### src/rtl/lis_arb_pkg.sv
// ----------------------------------------------------------------------------
// lis_arb_pkg
// Shared types and sizing for the linear-insertion-sorter stream arbiter.
//   arb_state_t : arbiter FSM states (IDLE, FILL, DRAIN)
//   src_idx_t   : index of a requesting source (0 = pin stream, 1 = on-chip)
//   max_beats() : longest input frame accepted for a given sorter size
//   cnt_width() : beat counter width able to hold max_beats() without wrap
// ----------------------------------------------------------------------------
package lis_arb_pkg;

  localparam int LIS_SIZE_DEF = 8;

  typedef enum logic [1:0] {
    IDLE  = 2'd0,
    FILL  = 2'd1,
    DRAIN = 2'd2
  } arb_state_t;

  typedef logic src_idx_t;

  function automatic int max_beats(input int lis_size);
    return 4 * lis_size;
  endfunction

  // One spare bit so a counter can sit at exactly max_beats.
  function automatic int cnt_width(input int lis_size);
    return $clog2(4 * lis_size) + 1;
  endfunction

  localparam int MAX_BEATS = max_beats(LIS_SIZE_DEF);
  localparam int CNT_W     = cnt_width(LIS_SIZE_DEF);

endpackage

### src/rtl/lis_rr_grant.sv
// ----------------------------------------------------------------------------
// lis_rr_grant
// Two-requester round-robin picker. A lone requester always wins; when both
// request, the source named by rr_next wins. Purely combinational; the
// caller owns the rr_next state.
// Ports:
//   req[1:0]  in   request per source
//   rr_next   in   source preferred on a tie
//   gnt       out  winning source index (meaningful only when gnt_valid=1)
//   gnt_valid out  at least one source is requesting
// ----------------------------------------------------------------------------
module lis_rr_grant
  import lis_arb_pkg::*;
(
  input  logic [1:0] req,
  input  src_idx_t   rr_next,
  output src_idx_t   gnt,
  output logic       gnt_valid
);

  always_comb begin
    gnt_valid = |req;
    if (req == 2'b11) begin
      gnt = rr_next;
    end else begin
      // 2'b01 -> 0, 2'b10 -> 1, 2'b00 -> don't care (reported as 0)
      gnt = src_idx_t'(req[1]);
    end
  end

endmodule

### src/rtl/lis_stream_arbiter.sv
// ----------------------------------------------------------------------------
// lis_stream_arbiter
// Shares one linear insertion sorter between two byte-stream sources with
// frame-granular round-robin arbitration. The granted source owns the sorter
// input until its frame ends and the sorter output until that frame's result
// has been drained. No data is buffered: ready/valid/data are routed
// combinationally, only control state is registered.
//
// Ports:
//   clock, reset                 system clock, async active-high reset
//   s0_in_*  / s0_out_*          source 0 (pin stream) input / result stream
//   s1_in_*  / s1_out_*          source 1 (on-chip stream) input / result stream
//   lis_in_*                     towards the sorter core
//   lis_out_*                    from the sorter core
//   owner                        granted source, valid while busy=1
//   busy                         high in FILL or DRAIN
//   frame_done                   one-cycle pulse after a frame fully drains
//   err_spurious                 sticky, sorter produced output while IDLE
//
// state | meaning
// ------+--------------------------------------------------------------------
// IDLE  | no owner; all ready/valid outputs low; picks next source
// FILL  | owner streams bytes into the sorter; early results may flow out
// DRAIN | input closed; owner drains results until out_cnt reaches in_cnt
// ----------------------------------------------------------------------------
module lis_stream_arbiter
  import lis_arb_pkg::*;
#(
  parameter int LIS_SIZE = LIS_SIZE_DEF
) (
  input  logic       clock,
  input  logic       reset,

  input  logic       s0_in_valid,
  output logic       s0_in_ready,
  input  logic [7:0] s0_in_data,
  input  logic       s0_in_last,
  output logic       s0_out_valid,
  input  logic       s0_out_ready,
  output logic [7:0] s0_out_data,

  input  logic       s1_in_valid,
  output logic       s1_in_ready,
  input  logic [7:0] s1_in_data,
  input  logic       s1_in_last,
  output logic       s1_out_valid,
  input  logic       s1_out_ready,
  output logic [7:0] s1_out_data,

  output logic       lis_in_valid,
  input  logic       lis_in_ready,
  output logic [7:0] lis_in_data,
  output logic       lis_in_last,
  input  logic       lis_out_valid,
  output logic       lis_out_ready,
  input  logic [7:0] lis_out_data,

  output logic       owner,
  output logic       busy,
  output logic       frame_done,
  output logic       err_spurious
);

  localparam int FRAME_BEATS = max_beats(LIS_SIZE);
  localparam int CW          = cnt_width(LIS_SIZE);
  localparam logic [CW-1:0] LAST_CNT = CW'(FRAME_BEATS - 1);

  arb_state_t    state;
  src_idx_t      owner_q;
  src_idx_t      rr_next;
  logic [CW-1:0] in_cnt;
  logic [CW-1:0] out_cnt;
  logic          frame_done_q;
  logic          err_q;

  src_idx_t      gnt;
  logic          gnt_valid;

  logic          in_fill;
  logic          in_drain;
  logic          active;
  logic          own_in_valid;
  logic [7:0]    own_in_data;
  logic          own_in_last;
  logic          own_out_ready;
  logic          in_beat;
  logic          out_beat;
  logic          frame_end;
  logic          drained;
  logic [CW-1:0] in_cnt_nxt;
  logic [CW-1:0] out_cnt_nxt;

  lis_rr_grant u_rr_grant (
    .req       ({s1_in_valid, s0_in_valid}),
    .rr_next   (rr_next),
    .gnt       (gnt),
    .gnt_valid (gnt_valid)
  );

  // Owner-side selection of the two source streams.
  always_comb begin
    own_in_valid  = owner_q ? s1_in_valid  : s0_in_valid;
    own_in_data   = owner_q ? s1_in_data   : s0_in_data;
    own_in_last   = owner_q ? s1_in_last   : s0_in_last;
    own_out_ready = owner_q ? s1_out_ready : s0_out_ready;
  end

  // Stream routing. Everything is qualified by state so IDLE presents a
  // fully quiet interface on both sides.
  always_comb begin
    in_fill  = (state == FILL);
    in_drain = (state == DRAIN);
    active   = in_fill | in_drain;

    lis_in_valid = in_fill & own_in_valid;
    lis_in_data  = in_fill ? own_in_data : 8'h00;
    // Frames that never assert last are cut at the sorter capacity.
    lis_in_last  = in_fill & (own_in_last | (in_cnt == LAST_CNT));

    s0_in_ready  = in_fill & ~owner_q & lis_in_ready;
    s1_in_ready  = in_fill &  owner_q & lis_in_ready;

    // Once the input has ended, refuse results beyond the byte count sent.
    lis_out_ready = active & own_out_ready & ~(in_drain & (out_cnt == in_cnt));

    s0_out_valid = active & ~owner_q & lis_out_valid;
    s1_out_valid = active &  owner_q & lis_out_valid;
    s0_out_data  = (active & ~owner_q) ? lis_out_data : 8'h00;
    s1_out_data  = (active &  owner_q) ? lis_out_data : 8'h00;
  end

  // Beat accounting, including same-cycle input and output beats.
  always_comb begin
    in_beat     = lis_in_valid & lis_in_ready;
    out_beat    = lis_out_valid & lis_out_ready;
    in_cnt_nxt  = in_cnt + CW'(in_beat);
    out_cnt_nxt = out_cnt + CW'(out_beat);
    frame_end   = in_beat & lis_in_last;
    drained     = (out_cnt_nxt >= in_cnt_nxt);
  end

  always_ff @(posedge clock or posedge reset) begin
    if (reset) begin
      state        <= IDLE;
      owner_q      <= 1'b0;
      rr_next      <= 1'b0;
      in_cnt       <= '0;
      out_cnt      <= '0;
      frame_done_q <= 1'b0;
      err_q        <= 1'b0;
    end else begin
      frame_done_q <= 1'b0;
      unique case (state)
        IDLE: begin
          if (lis_out_valid) begin
            err_q <= 1'b1;
          end
          // The grant cycle moves no data; routing opens next cycle.
          if (gnt_valid) begin
            owner_q <= gnt;
            in_cnt  <= '0;
            out_cnt <= '0;
            state   <= FILL;
          end
        end
        FILL: begin
          in_cnt  <= in_cnt_nxt;
          out_cnt <= out_cnt_nxt;
          if (frame_end) begin
            if (drained) begin
              // Sorter already delivered every byte of this frame.
              state        <= IDLE;
              frame_done_q <= 1'b1;
              rr_next      <= ~owner_q;
            end else begin
              state <= DRAIN;
            end
          end
        end
        DRAIN: begin
          out_cnt <= out_cnt_nxt;
          if (drained) begin
            state        <= IDLE;
            frame_done_q <= 1'b1;
            rr_next      <= ~owner_q;
          end
        end
        default: begin
          state <= IDLE;
        end
      endcase
    end
  end

  always_comb begin
    owner        = owner_q;
    busy         = (state != IDLE);
    frame_done   = frame_done_q;
    err_spurious = err_q;
  end

endmodule

### config.mk
export PLATFORM = sky130hd
export DESIGN_NAME = lis_stream_arbiter
export DESIGN_NICKNAME = d
export VERILOG_FILES = /design/src/rtl/lis_arb_pkg.sv /design/src/rtl/lis_rr_grant.sv /design/src/rtl/lis_stream_arbiter.sv
export SDC_FILE = /design/constraint.sdc
export NUM_CORES = 1
export LEC_CHECK = 0
export ABC_AREA = 1
export CORE_MARGIN = 5
export CORE_UTILIZATION = 40
export CTS_CLUSTER_SIZE = 16
export DETAILED_ROUTE_END_ITERATION = 6
export DONT_BUFFER_PORTS = 1
export GPL_TIMING_DRIVEN = 0
export SYNTH_ARGS = -nofsm -noshare
export SYNTH_HDL_FRONTEND = slang
export SYNTH_SLANG_ARGS = --single-unit
### constraint.sdc
create_clock -name clock -period 5.45 [get_ports clock]
set_clock_uncertainty 0.05 [all_clocks]
set_input_delay 1.09 -clock clock [delete_from_list [all_inputs] [get_ports clock]]
set_output_delay 1.09 -clock clock [all_outputs]
set_load 0.005 [all_outputs]
Word level (Yosys, flattened, before mapping)
Index checks and enable logic that the tools add are counted. W data, S select, Z words.

$add $sub $neg: 2. $lt $le $gt $ge: 1. Equal/unequal tests: 8. Multiplexer cells: 22. Bitwise gates (word level): 20. Reduce and logical (&&, ||, !) cells: 13.

Operators by type and width (number): $mux W8 (4); $pmux W6 S2 (2); $and A1 B1 Y1 (16); $add A6 B1 Y6 (2); $reduce_and A2 Y1 (5); $mux W1 (8); $mux W2 (4); $reduce_bool A2 Y1 (4); $eq A6 B5 Y1 const B (1); $eq A6 B6 Y1 (1); $ge A6 B6 Y1 (1); $mux W6 (1); $pmux W2 S3 (1); $eq A2 B2 Y1 const B (2); $ne A2 B1 Y1 const B (2); $pmux W1 S2 (2); $reduce_or A2 Y1 (2); $reduce_and A3 Y1 (1); $eq A2 B1 Y1 const B (1); $logic_not A2 Y1 (1); $ne A2 B2 Y1 const B (1); $not A1 Y1 (2); $or A1 B1 Y1 (2).

Register bits after elaboration: 18. Input bits: 34. Output and inout bits: 35. Word-level logic and storage cells: 73.

Logic depth before layout (Yosys ltp)
Gate-level depths: netlist of the first run.

Word-level depth: 10. Mapped depth: 22. Depth with buffers taken out: 22.

By module
From an unflattened synthesis of the first run, not the netlist that was laid out.

Cell total of the unflattened synthesis: 234. Area total of the unflattened synthesis: 1542.7 µm².

By module, submodules not included: lis_stream_arbiter (instances 1, cells an instance 229, area an instance 1520.2 µm², sequential area each 450.4 µm²); lis_rr_grant (instances 1, cells an instance 5, area an instance 22.5 µm², sequential area each 0.0 µm²).

Worst setup path before layout of the first run
OpenSTA, ideal clock, no wires.

Path kind: input port to flip-flop. Start point: in s1_out_ready. End point: reg state[1]. Library setup time: 0.116 ns. Data arrival time: 2.900 ns. Setup slack: 2.384 ns. Stages: 16. Path through: a22oi_1 nor3_1 ha_1 ha_1 nand3_1 xor2_1 inv_1 ha_1 nand2_1 inv_1 a21oi_1 nand3_1 nand2_1 nor2_2 nand2_1 nand2_1.

Word-level cells in the longest chain between the ends: 9. Elaborated cells on any way between the ends: 11. Classes of those cells: add/sub (1); order compare (1); eq/ne (1); mux (4); bitwise (3); reduce/logical (1).

Ends and longest elaborated chain: start, declared (RTL line lis_stream_arbiter.sv:47) `input logic s1_out_ready,`; $mux W1 (*) (RTL line lis_stream_arbiter.sv:105) `own_out_ready = owner_q ? s1_out_ready : s0_out_ready;`; $and A1 B1 Y1 (*) (2 in a row) (RTL line lis_stream_arbiter.sv:124) `lis_out_ready = active & own_out_ready & ~(in_drain & (out_cnt == in_cnt));`; $and A1 B1 Y1 (*) (RTL line lis_stream_arbiter.sv:135) `out_beat = lis_out_valid & lis_out_ready;`; $add A6 B1 Y6 (*) (RTL line lis_stream_arbiter.sv:137) `out_cnt_nxt = out_cnt + CW'(out_beat);`; $ge A6 B6 Y1 (*) (RTL line lis_stream_arbiter.sv:139) `drained = (out_cnt_nxt >= in_cnt_nxt);`; $mux W2 (RTL line lis_stream_arbiter.sv:170) `if (drained) begin`; $mux W2 (RTL line lis_stream_arbiter.sv:169) `if (frame_end) begin`; $pmux W2 S3 (RTL line lis_stream_arbiter.sv:153) `unique case (state)`; end signal, assigned (RTL line lis_stream_arbiter.sv:144) `state <= IDLE;`; end signal, assigned (RTL line lis_stream_arbiter.sv:172) `state <= IDLE;`; end signal, assigned (RTL line lis_stream_arbiter.sv:176) `state <= DRAIN;`; end, declared (RTL line lis_stream_arbiter.sv:68) `arb_state_t state;`.

Every way passes the cells marked *; elsewhere a longest branch is shown, timed or not. The select of a mux whose other input is x is not followed. A chain may end at the register's enable or synchronous reset.

Final worst setup path of the first run
Start point: reg state[0]. End point: reg state[1].

Word-level cells in the longest chain between the ends: 10. Elaborated cells on any way between the ends: 23. Classes of those cells: add/sub (2); order compare (1); eq/ne (5); mux (3); bitwise (10); reduce/logical (2).

Ends and longest elaborated chain: start signal, assigned (RTL line lis_stream_arbiter.sv:144); start signal, assigned (RTL line lis_stream_arbiter.sv:163) `state <= FILL;`; start signal, assigned (RTL line lis_stream_arbiter.sv:172); $eq A2 B1 Y1 or $eq A2 B2 Y1 (tied branches) (RTL line lis_stream_arbiter.sv:111, lis_stream_arbiter.sv:153, lis_stream_arbiter.sv:112); $or A1 B1 Y1 or $and A1 B1 Y1 (tied branches) (RTL line lis_stream_arbiter.sv:113, lis_stream_arbiter.sv:124); $and A1 B1 Y1 or $not A1 Y1 (tied branches) (RTL line lis_stream_arbiter.sv:124); $and A1 B1 Y1 (RTL line lis_stream_arbiter.sv:124); $and A1 B1 Y1 (RTL line lis_stream_arbiter.sv:135); $add A6 B1 Y6 (RTL line lis_stream_arbiter.sv:137); $ge A6 B6 Y1 (RTL line lis_stream_arbiter.sv:139); $mux W2 (RTL line lis_stream_arbiter.sv:170); $mux W2 (RTL line lis_stream_arbiter.sv:169); $pmux W2 S3 (RTL line lis_stream_arbiter.sv:153).

Parallel ways exist; a longest one is shown, timed or not. The select of a mux whose other input is x is not followed.

==> results of run 1 <==
[through the flow]
stage | util | std cells | area, sq um | hold WS (ps) | setup WS (ps)
after floorplan | - | 242 | 1602 | 401.8 | 2384
after global placement | 0.4221 | 292 | 1664 | 438.2 | 2012
after detailed placement | 0.4221 | 292 | 1664 | 442.9 | 1968
after CTS | 0.4361 | 296 | 1719 | 461.3 | 1945
after global routing | 0.4361 | 296 | 1719 | 497.1 | 1576
final | 0.4361 | 296 | 1719 | 457.6 | 1980
[registers in the layout (all words and copies together), names as in the netlist]
signal / count
frame_done: 1
out_cnt: 6
state: 2
in_cnt: 6
rr_next: 1
err_spurious: 1
owner: 1
[cell usage in the layout (no fill, tap or decap)]
cell type,n
dfrtp_1,18
clkbuf_1,3
a21oi_1,11
nor2_1,32
nand2_2,1
nand2_1,57
clkbuf_8,4
clkinv_1,1
nand3_2,2
buf_2,1
xor2_1,7
a21oi_2,1
nand3_1,11
a22oi_1,1
nand4_1,2
nor2_2,1
ha_1,14
buf_6,1
o22ai_1,10
inv_2,1
nor3_1,5
o21ai_0,5
a21oi_4,1
inv_1,44
o21bai_1,1
inv_4,1
o21ai_1,6
xnor2_1,2
nand3b_1,1
o21bai_2,1
[per-layer routing]
layer	global-route usage	up-vias	share of wire
met2	0.2115	54	0.44
met5	0	-	0
met4	0.02459	0	0.0060
met1	0.2029	627	0.47
met3	0.03967	2	0.082
li1	-	765	-
[cell families (layout without fill, tap and decap cells)]
kind of cell	Yosys count	count (layout)	share of synthesized area
AO/OA/AOI/OAI	37	37	0.1398
XOR/XNOR	9	9	0.04922
adder cells (fa/ha/maj)	14	14	0.1094
buffers and inverters	52	56	0.1289
flip-flops	18	18	0.2812
AND/OR/NAND/NOR	112	112	0.2914
[how the worst max path moves through the flow]
stage                               startpoint                    to  cells past startpoint  slack (ps)
after floorplan                   s1_out_ready  state[1]$_DFFE_PP0P_                     16        2380
after global placement    state[0]$_DFFE_PP0P_  state[0]$_DFFE_PP0P_                     20        2010
after detailed placement  state[0]$_DFFE_PP0P_  state[1]$_DFFE_PP0P_                     20        1970
after CTS                 state[0]$_DFFE_PP0P_  state[1]$_DFFE_PP0P_                     20        1950
after global routing      state[0]$_DFFE_PP0P_  state[0]$_DFFE_PP0P_                     21        1580
final                     state[0]$_DFFE_PP0P_  state[1]$_DFFE_PP0P_                     20        1980
[power by group]
| group | internal, mW | leakage (nW) | switching (mW) |
|---|---|---|---|
| Sequential | 0.159 | 0.239 | 0.0262 |
| Clock | 0.0643 | 0.0288 | 0.0464 |
| Combinational | 0.132 | 0.617 | 0.284 |
[synth_stat cells]
master    instances  area share
o21bai_1          1      0.0047
inv_4             1      0.0039
nor3_1            5       0.016
buf_2             1      0.0031
nand3b_1          1      0.0047
xnor2_1           2       0.011
clkbuf_1          3      0.0070
a21oi_4           1       0.010
a21oi_2           1      0.0055
o21ai_0           5       0.016
nand3_2           2       0.013
buf_6             1      0.0070
a21oi_1          11       0.034
inv_1            44        0.10
nand4_1           2      0.0078
nand2_2           1      0.0039
nand2_1          57        0.13
clkinv_1          1      0.0023
nor2_1           32       0.075
o21ai_1           6       0.019
o22ai_1          10       0.039
inv_2             1      0.0023
dfrtp_1          18        0.28
nor2_2            1      0.0039
nand3_1          11       0.034
a22oi_1           1      0.0047
o21bai_2          1      0.0070
ha_1             14        0.11
xor2_1            7       0.038
[worst max-delay path: stages, from the launching register on]
cell and delay (ps):
dfrtp_1 370, inv_1 80, ha_1 400, nand2_1 290, inv_1 70, a22oi_1 210, nor3_1 80, ha_1 200
ha_1 210, nand3_1 110, xor2_1 230, inv_1 80, ha_1 280, nand2_1 90, inv_1 40, a21oi_1 200
nand3_1 120, nand2_1 90, nor2_2 40, nand2_1 60, nand2_1 50
[area by class of cell]
type | count | area [sq um] | area share
Buffer | 5 | 27.53 | 0.01601
Clock buffer | 4 | 55.05 | 0.03202
Inverter | 47 | 178.9 | 0.1041
Multi-Input combinational cell | 172 | 944.7 | 0.5495
Sequential cell | 18 | 450.4 | 0.2620
Tap cell | 50 | 62.56 | 0.03639
==> flow_metrics.py, run 1 <==
metrics = {
    "critical_path": {
        "r2r_cells": 20,
        "cp-start-kind": "flop",
        "rrSetupSlack_ps": 1980,
        "worst_ep_required_time_ps": 5550,
        "r2r_start": "state[0]$_DFFE_PP0P_",
        "arrival_ps": 3570,
        "worst-setup-path-type": "flop to flop",
        "r2r-end": "state[1]$_DFFE_PP0P_",
        "endpoint_kind": "flop",
        "cp_max_fo": 10,
    },
    "routing": {
        "ant_nets": 0,
        "viasPerCell": 4.892,
        "drt-total-wl_um": 3854,
        "dr_total_vias": 1448,
        "wl_per_cell_um": 13.02,
        "drt_iter0_drc": 83,
        "drt_pass1_iterations": 4,
        "drc_errors": 0,
    },
    "timing": {
        "fin_crit_ps": 3470,
        "relSlewSlack": 0.5274,
        "hold_viol_final": 0,
        "setup_viol": 0,
        "post-route-period-util": 0.6367,
        "timing.setup.tns_ps": 0,
        "fmax_mhz": 288.2,
        "slew_violations": 0,
        "worst_pin_slew_ps": 708.0,
        "rsz0062_at_grt": "no",
    },
    "layout": {
        "fin_nets": 295,
        "final_layout_size_suffix_gt1_frac": 0.06098,
        "fillCellCount": 410,
        "syn2layout_area_growth_pct": 7.344,
        "num_antenna_cells": 0,
    },
    "clocking": {
        "cts_resized": 0,
        "cts_made_buffers": 3,
        "clk_latency_ps": 260,
        "htree_levels": 1,
        "cts_tree": "yes",
        "cts.sinks": 18,
        "clk_pin_slew_ps": 70,
        "cts_root_buf": "clkbuf_8",
        "postCtsHoldBufs": 0,
        "clk_path_buf_depth": 2,
        "postCtsSetupRepairBufs": 0,
    },
    "worst_hold_path": {
        "holdPathEnd": "state[1]$_DFFE_PP0P_",
        "hold_path_depth": 2,
        "hold_path_class": "flop to flop",
        "hold_path.startpoint": "state[1]$_DFFE_PP0P_",
    },
    "flow_run": {
        "maxCapViolCount": 0,
    },
    "grt": {
        "gr-total-overflow": 0,
        "grt_start_max_net_pins": 19,
        "antenna_found_initial": 0,
        "grt_pass1_vias": 1251,
        "grt.total_usage": 0.1409,
        "grt_pass1_wl_um": 5968,
    },
    "floorplanning": {
        "coreArea_sq_um": 3943,
        "initial_utilization": 0.4062,
        "die_x_um": 73.28,
        "rows": 23,
        "die_area_sq_um": 5369,
        "fp.dieH_um": 73.28,
        "io_pins": 69,
    },
    "synth": {
        "synth-seq-area-share": 0.2813,
        "synthCells": 242,
        "post_synth_num_cell_types": 29,
        "synth_warnings": 0,
        "syn-cell-area_sq_um": 1602,
        "syn_area_per_cell_sq_um": 6.618,
        "ys_ff_latch": 18,
        "synth_fp_nets": 290,
    },
    "pwr": {
        "total_power_uw": 712.6,
        "leakage_nw": 0.8849,
        "power_density_nw_per_um2": 414.5,
        "peakVddDrop_uv": 203.0,
    },
    "outcome": {
        "status": "finished, final reports clean",
    },
    "placement": {
        "portBuffers": 0,
        "hpwl_um": 3201,
        "gp_congestion": 0.8053,
    },
}
No activity file was read; power rests on OpenSTA's default activity.
==> run 2, diff against run 1 <==
clock period = 2.94 ns   (was 5.45 ns; I/O delays follow)
==> run 2 against run 1 <==
  * The flow now finishes with violations (negative setup slack)
  * Setup slack got worse by 2000 ps
  * Critical endpoint unchanged
  * Combinational power rose by 150%
  * Largest power group unchanged
  * Sequential share of layout area fell by 4.0 points
  * Cell area rose by 18%
  * Clock power rose by 86%
  * Sequential power rose by 88%
==> flow_metrics.py, run 2 (same netlist as run 1, synthesis figures left out) <==
metrics = {
    "outcome": {
        "violations": "negative setup slack",
        "status": "finished with violations",
    },
    "routing": {
        "drc_errors": 0,
        "drt_pass1_iterations": 4,
        "ant_nets": 0,
        "dr_total_vias": 1562,
        "drt_iter0_drc": 68,
        "viasPerCell": 5.006,
        "wl_per_cell_um": 13.79,
        "drt-total-wl_um": 4304,
    },
    "grt": {
        "grt.total_usage": 0.1467,
        "grt_pass1_wl_um": 6299,
        "gr-total-overflow": 0,
        "grt_pass1_vias": 1390,
        "grt_start_max_net_pins": 19,
        "antenna_found_initial": 0,
    },
    "clocking": {
        "htree_levels": 1,
        "clk_path_buf_depth": 2,
        "cts.sinks": 18,
        "cts_made_buffers": 3,
        "clk_pin_slew_ps": 70,
        "cts_tree": "yes",
        "cts_root_buf": "clkbuf_8",
        "clk_latency_ps": 260,
    },
    "flow_run": {
        "maxCapViolCount": 0,
    },
    "floorplanning": {
        "coreArea_sq_um": 3943,
        "die_area_sq_um": 5369,
        "fp.dieH_um": 73.28,
        "io_pins": 69,
        "rows": 23,
        "initial_utilization": 0.4062,
        "die_x_um": 73.28,
    },
    "critical_path": {
        "worst_ep_required_time_ps": 3050,
        "worst-setup-path-type": "flop to flop",
        "r2r_cells": 20,
        "worstSetupStartpoint": "state[0]$_DFFE_PP0P_",
        "cp_max_fo": 7,
        "cp-start-kind": "flop",
        "endpoint_kind": "flop",
        "arrival_ps": 3110,
        "r2r_start": "state[0]$_DFFE_PP0P_",
    },
    "timing": {
        "fin_crit_ps": 3005,
        "slew_violations": 0,
        "fmax_mhz": 332.8,
        "setup_viol": 2,
        "hold_viol_final": 0,
        "rsz0062_at_grt": "yes",
        "timing.setup.tns_ps": -121.2,
        "worst_pin_slew_ps": 769.0,
        "relSlewSlack": 0.4867,
        "layout_setup_ws_ps": -65.11,
        "post-route-period-util": 1.022,
    },
    "layout": {
        "final_common_cell": "nand2_1",
        "stdcell_count": 312,
        "layout_common_cells": "50 x nand2_1, 38 x inv_1, 29 x nor2_1, 18 x dfrtp_1, 16 x buf_4",
        "fin_nets": 311,
        "top_regs": "in_cnt: 6 flops, out_cnt: 6 flops, state: 2 flops",
        "final_layout_size_suffix_gt1_frac": 0.2405,
        "syn2layout_area_growth_pct": 26.80,
        "num_antenna_cells": 0,
    },
    "pwr": {
        "peakVddDrop_uv": 505.2,
        "power_density_nw_per_um2": 784.2,
        "leakage_nw": 0.9680,
    },
    "placement": {
        "dp.cells": 292,
        "dp_worst_setup_slack_ps": -343.5,
        "gp_congestion": 0.8034,
        "hpwl_um": 3230,
        "portBuffers": 0,
    },
    "worst_hold_path": {
        "hold_path_class": "input port to asynchronous set/reset pin",
    },
}
==> run 2: cell types whose count changed in the layout (fill, tap and decap cells not counted), sizes merged <==
cell,change
buf,+16
==> run 2: cell type report <==
class / count / area [sq um]
plain buffers: 5 / 27.53
clock buffers: 4 / 55.05
well taps: 50 / 62.56
fillers: 402 / 1912
flip-flops and latches: 18 / 450.4
multi-input cells: 172 / 1134
repair buffers: 16 / 120.1
inverters: 47 / 181.4
==> run 2: stage by stage <==
stage	power [mW]	hold WS, ps	area, sq um	utilization
final	1.592	303.2	2031	0.5151
after global routing	1.751	351.6	2031	0.5151
after CTS	1.453	313.8	1833	0.4649
after detailed placement	1.155	440.2	1679	0.4259
after global placement	1.149	439.3	1679	0.4259
after floorplan	0.9806	401.8	1617	-
==> run 2: power by group <==
| group | internal, mW | switching, mW |
|---|---|---|
| clock network | 0.119 | 0.0884 |
| logic | 0.403 | 0.632 |
| registers | 0.295 | 0.0546 |
| total | 0.817 | 0.775 |
==> run 2: path summary, 6_finish.rpt <==
path	slack (ps)	endpoint
worst max-delay path	-70	state[1]$_DFFE_PP0P_
worst min-delay path	300	in_cnt[3]$_DFFE_PP0P_
worst max register to register	-70	state[1]$_DFFE_PP0P_
worst min register to register	470	rr_next$_DFFE_PP0P_
max in group asynchronous	2050	owner$_DFFE_PP0P_
min in group clock	450	owner$_DFFE_PP0P_
==> run 2: layer usage <==
metal	share of wire	GRT usage	vias to the layer above	wire length [um]
met5	0	0	-	0
met4	0.0063	0.02254	0	27
met3	0.063	0.03283	7	271
met2	0.49	0.2324	45	2107
met1	0.44	0.2074	711	1897
li1	-	-	799	-
==> run 2: what timing repair did <==
item | 4_1_cts | 5_1_grt
setup endpoints to repair | 4 | 4
buffers inserted | 6 | 10
gates cloned | 0 | 0
hold buffers | 0 | 0
endpoints found under the hold margin | 0 | 0
pin swaps | 12 | 20
gates resized for setup | 17 | 24
==> run 2: worst max-delay path, stage by stage, from the launching register on <==
cell	delay (ps)
dfrtp_1	370
inv_2	70
ha_4	330
nand2_8	70
inv_1	70
a22oi_2	80
nor3_2	170
ha_2	230
ha_4	150
nand3_4	80
xor2_2	210
inv_1	110
ha_4	250
nand2_4	80
inv_2	40
a21oi_4	190
nand3_2	110
nand2_2	70
nor2_2	40
nand2_1	70
nand2_1	50
==> run 3, diff against run 2 <==
REMOVE_ABC_BUFFERS = 1   (was default)
==> run 3 against run 2 <==
  * The flow still finishes with violations (negative setup slack)
  * Via count increased by 0.32%
  * Highest routed layer unchanged
  * Non-clock buffer count down 3
  * Sequential share of layout area rose by 0.14 points
  * Combinational power down 7%
  * First-iteration DRC count grew 54%
  * Register-to-register slack is essentially flat
==> flow_metrics.py, run 3 (same netlist as run 1, synthesis figures left out) <==
metrics = {
    "routing": {
        "drt-total-wl_um": 4281,
        "dr_total_vias": 1567,
        "viasPerCell": 5.071,
        "ant_nets": 0,
        "drt_pass1_iterations": 4,
        "drc_errors": 0,
        "drt_iter0_drc": 105,
        "wl_per_cell_um": 13.85,
    },
    "placement": {
        "portBuffers": 0,
        "gp_congestion": 0.8074,
        "dp_worst_setup_slack_ps": -566.4,
        "place_area_sq_um": 1637,
        "hpwl_um": 3150,
    },
    "clocking": {
        "cts_root_buf": "clkbuf_8",
        "cts.sinks": 18,
        "clk_path_buf_depth": 2,
        "postCtsHoldBufs": 0,
        "cts_made_buffers": 3,
        "clk_pin_slew_ps": 70,
        "htree_levels": 1,
        "clk_latency_ps": 260,
        "cts_tree": "yes",
    },
    "layout": {
        "fin_nets": 308,
        "num_antenna_cells": 0,
        "layout_common_cells": "49 x nand2_1, 37 x inv_1, 29 x nor2_1, 17 x dfrtp_1, 17 x buf_4",
        "final_common_cell": "nand2_1",
        "syn2layout_area_growth_pct": 26.33,
        "finalInstanceArea_sq_um": 2023,
        "final_layout_size_suffix_gt1_frac": 0.2587,
        "top_regs": "in_cnt: 6 flops, out_cnt: 6 flops, state: 2 flops",
        "fillCellCount": 374,
    },
    "floorplanning": {
        "fp.dieH_um": 73.28,
        "coreArea_sq_um": 3943,
        "die_x_um": 73.28,
        "die_area_sq_um": 5369,
        "rows": 23,
        "initial_utilization": 0.4062,
        "io_pins": 69,
    },
    "timing": {
        "layout_setup_ws_ps": -63.31,
        "worst_pin_slew_ps": 717.6,
        "fin_crit_ps": 3003,
        "setup_viol": 3,
        "slew_violations": 0,
        "timing.setup.tns_ps": -153.8,
        "relSlewSlack": 0.5211,
        "rsz0062_at_grt": "yes",
        "holdWs_ps": 276.2,
        "hold_viol_final": 0,
        "post-route-period-util": 1.022,
        "fmax_mhz": 333.0,
    },
    "grt": {
        "grt.total_usage": 0.1563,
        "grt_pass1_vias": 1421,
        "antenna_found_initial": 0,
        "grt_start_max_net_pins": 19,
        "grt_pass1_wl_um": 6617,
        "gr-total-overflow": 0,
    },
    "critical_path": {
        "arrival_ps": 3100,
        "worst_ep_required_time_ps": 3040,
        "endpoint_kind": "flop",
        "worst-setup-path-type": "flop to flop",
        "cp_max_fo": 3,
        "cp-start-kind": "flop",
    },
    "pwr": {
        "peakVddDrop_uv": 520.0,
        "leakage_nw": 0.9571,
        "power_density_nw_per_um2": 769.2,
    },
    "outcome": {
        "status": "finished with violations",
        "violations": "negative setup slack",
    },
    "flow_run": {
        "maxCapViolCount": 0,
    },
    "worst_hold_path": {
        "hold_path_class": "input port to asynchronous set/reset pin",
    },
}
==> run 3: cell types whose count changed in the layout (fill, tap and decap cells not counted), sizes merged <==
cell | previous run | this run
clkbuf | 7 | 4
==> run 3: through the flow <==
stage	instances	power [mW]	util
4_1_cts	306	1.492	0.4894
6_report	309	1.556	0.5132
3_3_place_gp	287	1.094	0.4151
3_5_place_dp	287	1.096	0.4151
2_1_floorplan	237	0.9340	-
5_1_grt	309	1.712	0.5132
==> run 3: final cells by class <==
| cell class | instances | area, sq um | share of cell area |
|---|---|---|---|
| clock buffer | 4 | 55.05 | 0.02721 |
| inverter | 47 | 183.9 | 0.09091 |
| multi-input combinational | 172 | 1131 | 0.5591 |
| sequential | 18 | 451.7 | 0.2233 |
| tap | 50 | 62.56 | 0.03092 |
| timing repair buffer | 18 | 138.9 | 0.06865 |
==> run 3: path summary, 6_finish.rpt <==
| kind | start | endpoint | slack [ps] | depth (start not counted) |
|---|---|---|---|---|
| setup / recovery | state[1]$_DFFE_PP0P_ | state[0]$_DFFE_PP0P_ | -60 | 20 |
| hold / removal | reset | out_cnt[2]$_DFFE_PP0P_ | 280 | 1 |
| setup reg to reg | state[1]$_DFFE_PP0P_ | state[0]$_DFFE_PP0P_ | -60 | 20 |
| hold reg to reg | rr_next$_DFFE_PP0P_ | rr_next$_DFFE_PP0P_ | 460 | 2 |
| max in group asynchronous | reset | owner$_DFFE_PP0P_ | 2060 | 1 |
| min in group clock | s1_in_valid | owner$_DFFE_PP0P_ | 440 | 2 |
==> run 3: layer usage <==
metal,wire length (um),track usage
met5,0,0
met3,257,0.03010
met1,1939,0.2159
met4,53,0.03689
met2,2031,0.2512
==> run 3: critical path: stages (launching register included) <==
cell and delay, ps:
dfrtp_1 400, inv_2 80, ha_4 330, inv_4 50, nor2_4 80, a22oi_2 80, nor3_2 170, ha_2 230
nand3_2 80, buf_4 150, xor2_1 180, inv_1 90, ha_1 290, nand2_1 70, nand2_1 80, a21oi_4 160
nand3_2 100, nand2_2 70, nor2_2 40, nand2_1 60, nand2_1 60
==> run 3: timing repair <==
action	CTS	global route
hold endpoints to repair	0	0
cloned	0	0
setup endpoints to repair	4	4
setup buffers	15	3
pin swaps	20	17
gates resized for setup	31	17
==> run 3: report_power, final <==
group	total, mW	switching (mW)	internal (mW)	leakage (nW)
combinational	0.960	0.586	0.374	0.690
clock	0.210	0.0912	0.119	0.0288
sequential	0.386	0.0902	0.296	0.238
